**config.mk**
```make
export PLATFORM = sky130hd
export DESIGN_NAME = ssa_carry_recombine
export DESIGN_NICKNAME = d
export VERILOG_FILES = /design/src/rtl/ssa_carry_recombine.sv
export SDC_FILE = /design/constraint.sdc
export NUM_CORES = 1
export LEC_CHECK = 0
export BUFFER_PORTS_ARGS = -buffer_cell sky130_fd_sc_hd__buf_2
export CAP_MARGIN = 25
export CORE_ASPECT_RATIO = 0.8
export CORE_MARGIN = 2
export CORE_UTILIZATION = 40
export DETAILED_ROUTE_END_ITERATION = 12
export GPL_TIMING_DRIVEN = 0
export PLACE_DENSITY = 0.73
export SLEW_MARGIN = 5
export SYNTH_ARGS = -nofsm -noshare
export SYNTH_HDL_FRONTEND = slang
export SYNTH_SLANG_ARGS = --single-unit
```
**constraint.sdc**
```tcl
create_clock -name clk -period 2.8 [get_ports clk]
set_clock_uncertainty 0.15 [all_clocks]
set_input_delay 0.14 -clock clk [delete_from_list [all_inputs] [get_ports clk]]
set_output_delay 0.14 -clock clk [all_outputs]
set_load 0.01 [all_outputs]
```
**src/rtl/ssa_carry_recombine.sv**
```systemverilog
// Folds 16 scaled Z_257 convolution coefficients into a binary product, one coefficient per cycle.
// Optional range flag on coefficients above 256: define SSA_RECOMB_RANGE_CHECK_EN.
module ssa_carry_recombine #(
    parameter int N  = 16,
    parameter int CW = 9,
    parameter int DW = 2,
    parameter int OW = N * DW
) (
    input  logic            clk,
    input  logic            rst_n,
    input  logic            in_valid,
    output logic            in_ready,
    input  logic [N*CW-1:0] in,
    output logic            out_valid,
    input  logic            out_ready,
    output logic [OW-1:0]   out,
    output logic            out_ovf,
    output logic            out_err
);
    // state  | meaning
    // IDLE   | waiting for a coefficient word
    // ACCUM  | folding coefficient idx into the result
    // DONE   | result presented until out_ready
    typedef enum logic [1:0] {
        IDLE  = 2'd0,
        ACCUM = 2'd1,
        DONE  = 2'd2
    } state_t;

    localparam int IW  = $clog2(N);
    localparam int CRW = CW + 1 - DW;

    state_t            state, state_nxt;
    logic [N*CW-1:0]   coef;
    logic [CRW-1:0]    carry;
    logic [IW-1:0]     idx;
    logic [OW-1:0]     result;
    logic [CW:0]       t;
    logic              accept;
    logic              last;

    assign accept = in_valid && in_ready;
    assign last   = (idx == IW'(N - 1));
    // Coefficients are shifted down so the active one always sits in the low CW bits.
    assign t      = {1'b0, coef[CW-1:0]} + (CW + 1)'(carry);

    always_ff @(posedge clk or negedge rst_n) begin
        if (!rst_n) state <= IDLE;
        else        state <= state_nxt;
    end

    always_comb begin
        state_nxt = state;
        case (state)
            IDLE:    if (accept)    state_nxt = ACCUM;
            ACCUM:   if (last)      state_nxt = DONE;
            DONE:    if (out_ready) state_nxt = IDLE;
            default:                state_nxt = IDLE;
        endcase
    end

    always_ff @(posedge clk or negedge rst_n) begin
        if (!rst_n) begin
            coef   <= '0;
            carry  <= '0;
            idx    <= '0;
            result <= '0;
        end else if (state == IDLE) begin
            if (accept) begin
                coef   <= in;
                carry  <= '0;
                idx    <= '0;
                result <= '0;
            end
        end else if (state == ACCUM) begin
            result[idx*DW +: DW] <= t[DW-1:0];
            carry                <= t[CW:DW];
            coef                 <= coef >> CW;
            idx                  <= idx + IW'(1);
        end
    end

    // Gating with rst_n keeps in_ready low for the whole reset window.
    assign in_ready  = (state == IDLE) && rst_n;
    assign out_valid = (state == DONE);
    assign out       = result;
    assign out_ovf   = (state == DONE) && (carry != '0);

`ifdef SSA_RECOMB_RANGE_CHECK_EN
    logic range_hit;
    logic err_q;

    always_comb begin
        range_hit = 1'b0;
        for (int i = 0; i < N; i++) begin
            if (in[CW*i +: CW] > CW'(2 ** (CW - 1))) range_hit = 1'b1;
        end
    end

    always_ff @(posedge clk or negedge rst_n) begin
        if (!rst_n)      err_q <= 1'b0;
        else if (accept) err_q <= range_hit;
    end

    assign out_err = (state == DONE) && err_q;
`else
    assign out_err = 1'b0;
`endif

endmodule
```
Word-level counts from Yosys, hierarchy flattened

Index checks and enable logic that the tools add are counted.
Widths: inputs -> output; s select.

Add/sub/neg operators: 3
Equal/unequal tests: 6
Shift-type cells: 2
Muxes and demuxes: 17
Reduce and logical (&&, ||, !) cells: 8

Operators with widths:

| operator                | number |
|---|---|
| $mux 144                | 3 |
| $mux 32                 | 3 |
| $neg 5->34              | 1 |
| $shift 2x34->32 const A | 1 |
| $shiftx 2x34->32        | 1 |
| $bwmux 32               | 1 |
| $mux 8                  | 3 |
| $mux 4                  | 3 |
| $add 9x8->10            | 1 |
| $reduce_bool 8->1       | 1 |
| $mux 2                  | 3 |
| $pmux 2 s3              | 1 |
| $add 4x1->4 const B     | 1 |
| $eq 4x4->1 const B      | 1 |
| $ne 2x2->1 const B      | 2 |
| $logic_and 1x1->1       | 3 |
| $reduce_and 3->1        | 1 |
| $eq 2x1->1 const B      | 1 |
| $eq 2x2->1 const B      | 1 |
| $logic_not 2->1         | 1 |
| $ne 2x1->1 const B      | 1 |
| $reduce_and 2->1        | 1 |
| $reduce_bool 2->1       | 1 |

Register bits: 190
Input port bits: 148
Output and inout bits: 36
Word-level logic and storage cells: 41

Logic depth before layout (Yosys ltp)

Depth after elaboration: 5
Depth in mapped cells: 9
Depth with buffers taken out: 7

Worst setup path before layout

No wires, ideal clock.

Path type: register -> register
Start point: reg idx[0]
End point: reg result[16] (netlist: out[16])
Library setup time: 122 ps
Arrival: 2105 ps
Data required time: 2528 ps
Path slack: 424 ps
Stages on the path, launching flop included: 9
Path buffers: 1
Period minus slack after synthesis: 2376 ps
Cells stage by stage: dfrtp_1 > clkbuf_1 > inv_1 > ha_1 > nand2b_1 > a21bo_2 > a211oi_2 > o21ai_0 > a32o_1

Longest elaborated chain between the ends: 5
Elaborated cells between the ends (all ways): 6
Those cells by class: add/sub (1); shift (2); mux (3)

RTL lines:

| item                                                       | line | RTL |
|---|---|---|
| start: declaration                                         | 36   | `logic [IW-1:0] idx;` |
| start signal: assignment                                   | 79   | `idx <= idx + IW'(1);` |
| $neg 5->34 (*)                                             | 76   | `result[idx*DW +: DW] <= t[DW-1:0];` |
| $shiftx 2x34->32 / $shift 2x34->32 (equally long branches) | 76   |  |
| $bwmux 32 (*)                                              | 76   |  |
| $mux 32 (*)                                                | 75   | `end else if (state == ACCUM) begin` |
| $mux 32 (*)                                                | 68   | `end else if (state == IDLE) begin` |
| end signal: indexed assignment                             | 76   |  |
| end: declaration                                           | 37   | `logic [OW-1:0] result;` |

Mark *: on every way between the ends. The rest lies on a longest branch, timed or not. The select of a mux whose other input is x is not followed.
A chain may end at the register's enable or synchronous reset.

Worst setup path in the final report

Start point: reg idx[0]
End point: reg result[8] (netlist: out[8])

The elaborated chain is that of the path after synthesis.

==> summary.md <==
| Metric | Value |
|---|---|
| Outcome | finished clean |
| Crit start category | register |
| Sinks on Clock Net | 190 |
| Clk buf depth | 2 |
| Routed WL | 26.4 mm |
| Maximum vdd ir drop | 0.377 mV |
| Total GRT Usage | 0.237 |
| Die Area | 22700 µm² |
| Library cells used by synthesis | 46 |
| Standard-cell row count | 47 |
| Crit-path max FO | 10 |
| Sequential element share of the synthesized area | 0.552 |
| Setup CP Type | reg2reg |
| # port buffers | 182 |
| Pwr Total | 12.2 mW |
| Global route total overflow | 0 |
| Crit. End Element | register |
| Post-synth EDFFs | 0 |
| DRT iter0 DRCs | 694 |
| # fillers | 1743 |
| Worst Path Required | 2.96 ns |
| H-tree depth | 4 |
| Chip height | 135 µm |
| Clk Latency, worst-skew pair | 0.43 ns |
| Post-CTS Setup Bufs | 0 |
| Register Area | 4760 µm² |
| Router iterations before antenna repair | 6 |
| Worst path max stage delay | 0.45 ns |
| Switching Share | 0.399 |
| Pwr/cell area | 1020 nW/µm² |
| Logic pwr share | 0.415 |
| I/O pin cnt | 184 |
| Slew HR | 0.487 |
| CP top delay family | simple AND/OR/NAND/NOR gates |
| #FFs+latches synth | 190 |
| Hold Path Class | in2async |
| # DRC | 0 |
| Syn_nets | 1040 |
| Largest net degree at the start of global routing | 100 |
| RD Place Congestion | 0.908 |
| Initial core utilization | 0.412 |
| DIE WIDTH | 168 µm |
| P&R area growth vs syn | 39.1% |
| Setup TNS Final | 0 ns |
| Clk pin slew, worst setup/hold paths | 0.07 ns |
| Pleak | 5.87 nW |
| # nets final | 1388 |
| Met3 Use GR | 0.0476 |
| Clk root buf | clkbuf_16 |
| GR Util met2 | 0.378 |
| CP arrival | 2.74 ns |
| Syn_area_per_cell | 9.81 µm² |
| Reg power frac | 0.375 |
| Antenna Violating Nets Remaining | 0 |
| Met1 track demand over resource | 0.332 |
| Vias in the first global route | 8011 |
| Global-route wire length before repair | 42.3 mm |
| CTS buffer count | 17 |
| Fmax | 0.388 GHz |
| Cell Area, Placed | 9890 µm² |
| ANT cells | 0 |
| Yosys warns | 0 |
| Vias per cell | 5.33 |
| NetSw | 4.87 mW |
| Routed len/inst | 17.5 µm |
| GRT busiest layer | met2 |
| Worst path cell trace | clkbuf_4 > inv_1 > ha_1 > xnor2_1 > nand2_1 > nor3_1 > o21ai_0 > a22o_1 |
| Initial antenna violation count | 0 |
| Layout cells sized above 1 | 0.201 |
| Clock group share of total power | 0.210 |
| Asr flop ratio synth | 1.00 |
| Netlist Area Pre-Place | 8610 µm² |
| RSZ-0062 raised after global routing | false |
| Final hold violation count | 0 |
| CTS tree | built |
| Final Slew Violations | 0 |
| Top FF cell, synth | dfrtp_1 |
| Setup violators final | 0 |
| Design area | 12000 µm² |
| Area of the multi-input gates | 3540 µm² |
| DP HPWL | 17.3 mm |
| CP bufs+invs | 2 |
| CP max-delay cell | dfrtp_2 |
| Core Region | 20900 µm² |
| Internal power | 7.32 mW |
| Min cycle time layout | 2.57 ns |
| Max-cap violations | 0 |
| Tightest Pin Transition | 0.769 ns |
| Period utilisation layout | 0.920 |
| Via count | 8037 |
| Cells after synthesis | 877 |
-- synthesized netlist by cell type, drive strengths merged, types with 6 or more instances --
cell type / instances / area share
a21o: 9 / 0.0078
a21oi: 13 / 0.0080
a22o: 21 / 0.021
a22oi: 99 / 0.086
buf: 29 / 0.019
clkbuf: 31 / 0.014
dfrtp: 190 / 0.55
ha: 14 / 0.020
inv: 7 / 0.0031
mux2i: 36 / 0.042
nand2: 261 / 0.11
nand3: 7 / 0.0041
nor2: 15 / 0.0074
nor3: 6 / 0.0035
o21ai: 81 / 0.047
-- metal layers --
metal | wire length, µm | up-vias
li1 | - | 3773
met1 | 12200 | 3936
met2 | 12300 | 294
met3 | 1570 | 34
met4 | 344 | 0
met5 | 0 | -
-- power by group through the flow --
stage | Sequential [mW] | Clock (mW) | Combinational (mW)
finish | 4.57 | 2.57 | 5.06
CTS | 4.54 | 2.61 | 4.98
detailed placement | 4.58 | 0 | 4.80
floorplan | 4.44 | 0 | 3.42
global placement | 4.55 | 0 | 4.64
global route | 4.70 | 2.72 | 5.66
-- flip-flops by register name (all words and copies together) (netlist names) --
name,count
carry,8
coef,144
idx,4
out,32
state,2
-- layout by cell type, fill, tap and decap left out, types with 3 or more instances in the layout --
cell           count
a211oi_1           4
a21o_1             9
a21oi_1           12
a22o_1            21
a22oi_1           99
and2_1             3
and3_1             3
buf_2            199
buf_4              9
bufinv_16          3
clkbuf_1          30
clkbuf_16         17
dfrtp_1          189
dlygate4sd3_1    146
ha_1              14
inv_1              7
inv_6              5
mux2i_1           36
nand2_1          261
nand2b_1           5
nand3_1            7
nand4_1            5
nor2_1            14
nor3_1             6
o21ai_0           80
o21bai_1           3
o22ai_1            4
or3_1              4
xor2_1             5
-- final timing paths --
path,start,end,slack [ns],depth (start not counted)
worst max register to register,idx[0],out[8],0.23,8
min in group clk,in_valid,state[0],0.13,3
worst min-delay path,rst_n,coef[71],0.11,2
worst max-delay path,idx[0],out[8],0.23,8
max in group asynchronous,rst_n,coef[2],1.47,3
worst min register to register,coef[93],coef[93],0.33,2
-- logic make-up (layout without fill, tap and decap cells) --
logic type / after synthesis / in the layout / synth area share
buffers and inverters: 67 / 428 / 0.0359
XOR/XNOR: 7 / 7 / 0.00712
other: 1 / 1 / 0.000436
AND/OR/NAND/NOR: 316 / 316 / 0.149
flip-flops: 190 / 190 / 0.552
adder cells (fa/ha/maj): 15 / 15 / 0.0227
multiplexers: 36 / 36 / 0.0419
AO/OA/AOI/OAI: 245 / 245 / 0.191
-- metrics by stage --
| stage | setup WS, ns | hold WS [ns] | cells | util |
|---|---|---|---|---|
| global route | 0.0591 | 0.142 | 1507 | 0.574 |
| floorplan | 0.424 | -0.306 | 877 | - |
| CTS | 0.000946 | 0.0939 | 1507 | 0.573 |
| finish | 0.225 | 0.112 | 1507 | 0.574 |
| detailed placement | 0.00898 | 0.0548 | 1329 | 0.474 |
| global placement | -3.05 | 0.211 | 1328 | 0.472 |
-- area by class of cell --
| type | count | share of cell area |
|---|---|---|
| plain buffers | 60 | 0.0239 |
| inverters | 7 | 0.00219 |
| clock buffers | 19 | 0.0370 |
| well taps | 269 | 0.0281 |
| multi-input cells | 620 | 0.296 |
| clock inverters | 13 | 0.0143 |
| flip-flops and latches | 190 | 0.397 |
| repair buffers | 329 | 0.201 |
-- worst register-to-register path: stages (launching register included) --
cell and delay (ns):
dfrtp_2 0.45, clkbuf_4 0.23, inv_1 0.10, ha_1 0.28, xnor2_1 0.38, nand2_1 0.31
nor3_1 0.20, o21ai_0 0.13, a22o_1 0.23
-- repair_timing --
action / 4_1_cts / 5_1_grt
hold buffers: 146 / 0
endpoints found under the setup margin: 0 / 27
resized for setup: 0 / 5
hold endpoints to repair: 236 / 0
Power figures use the tool's default switching activity.
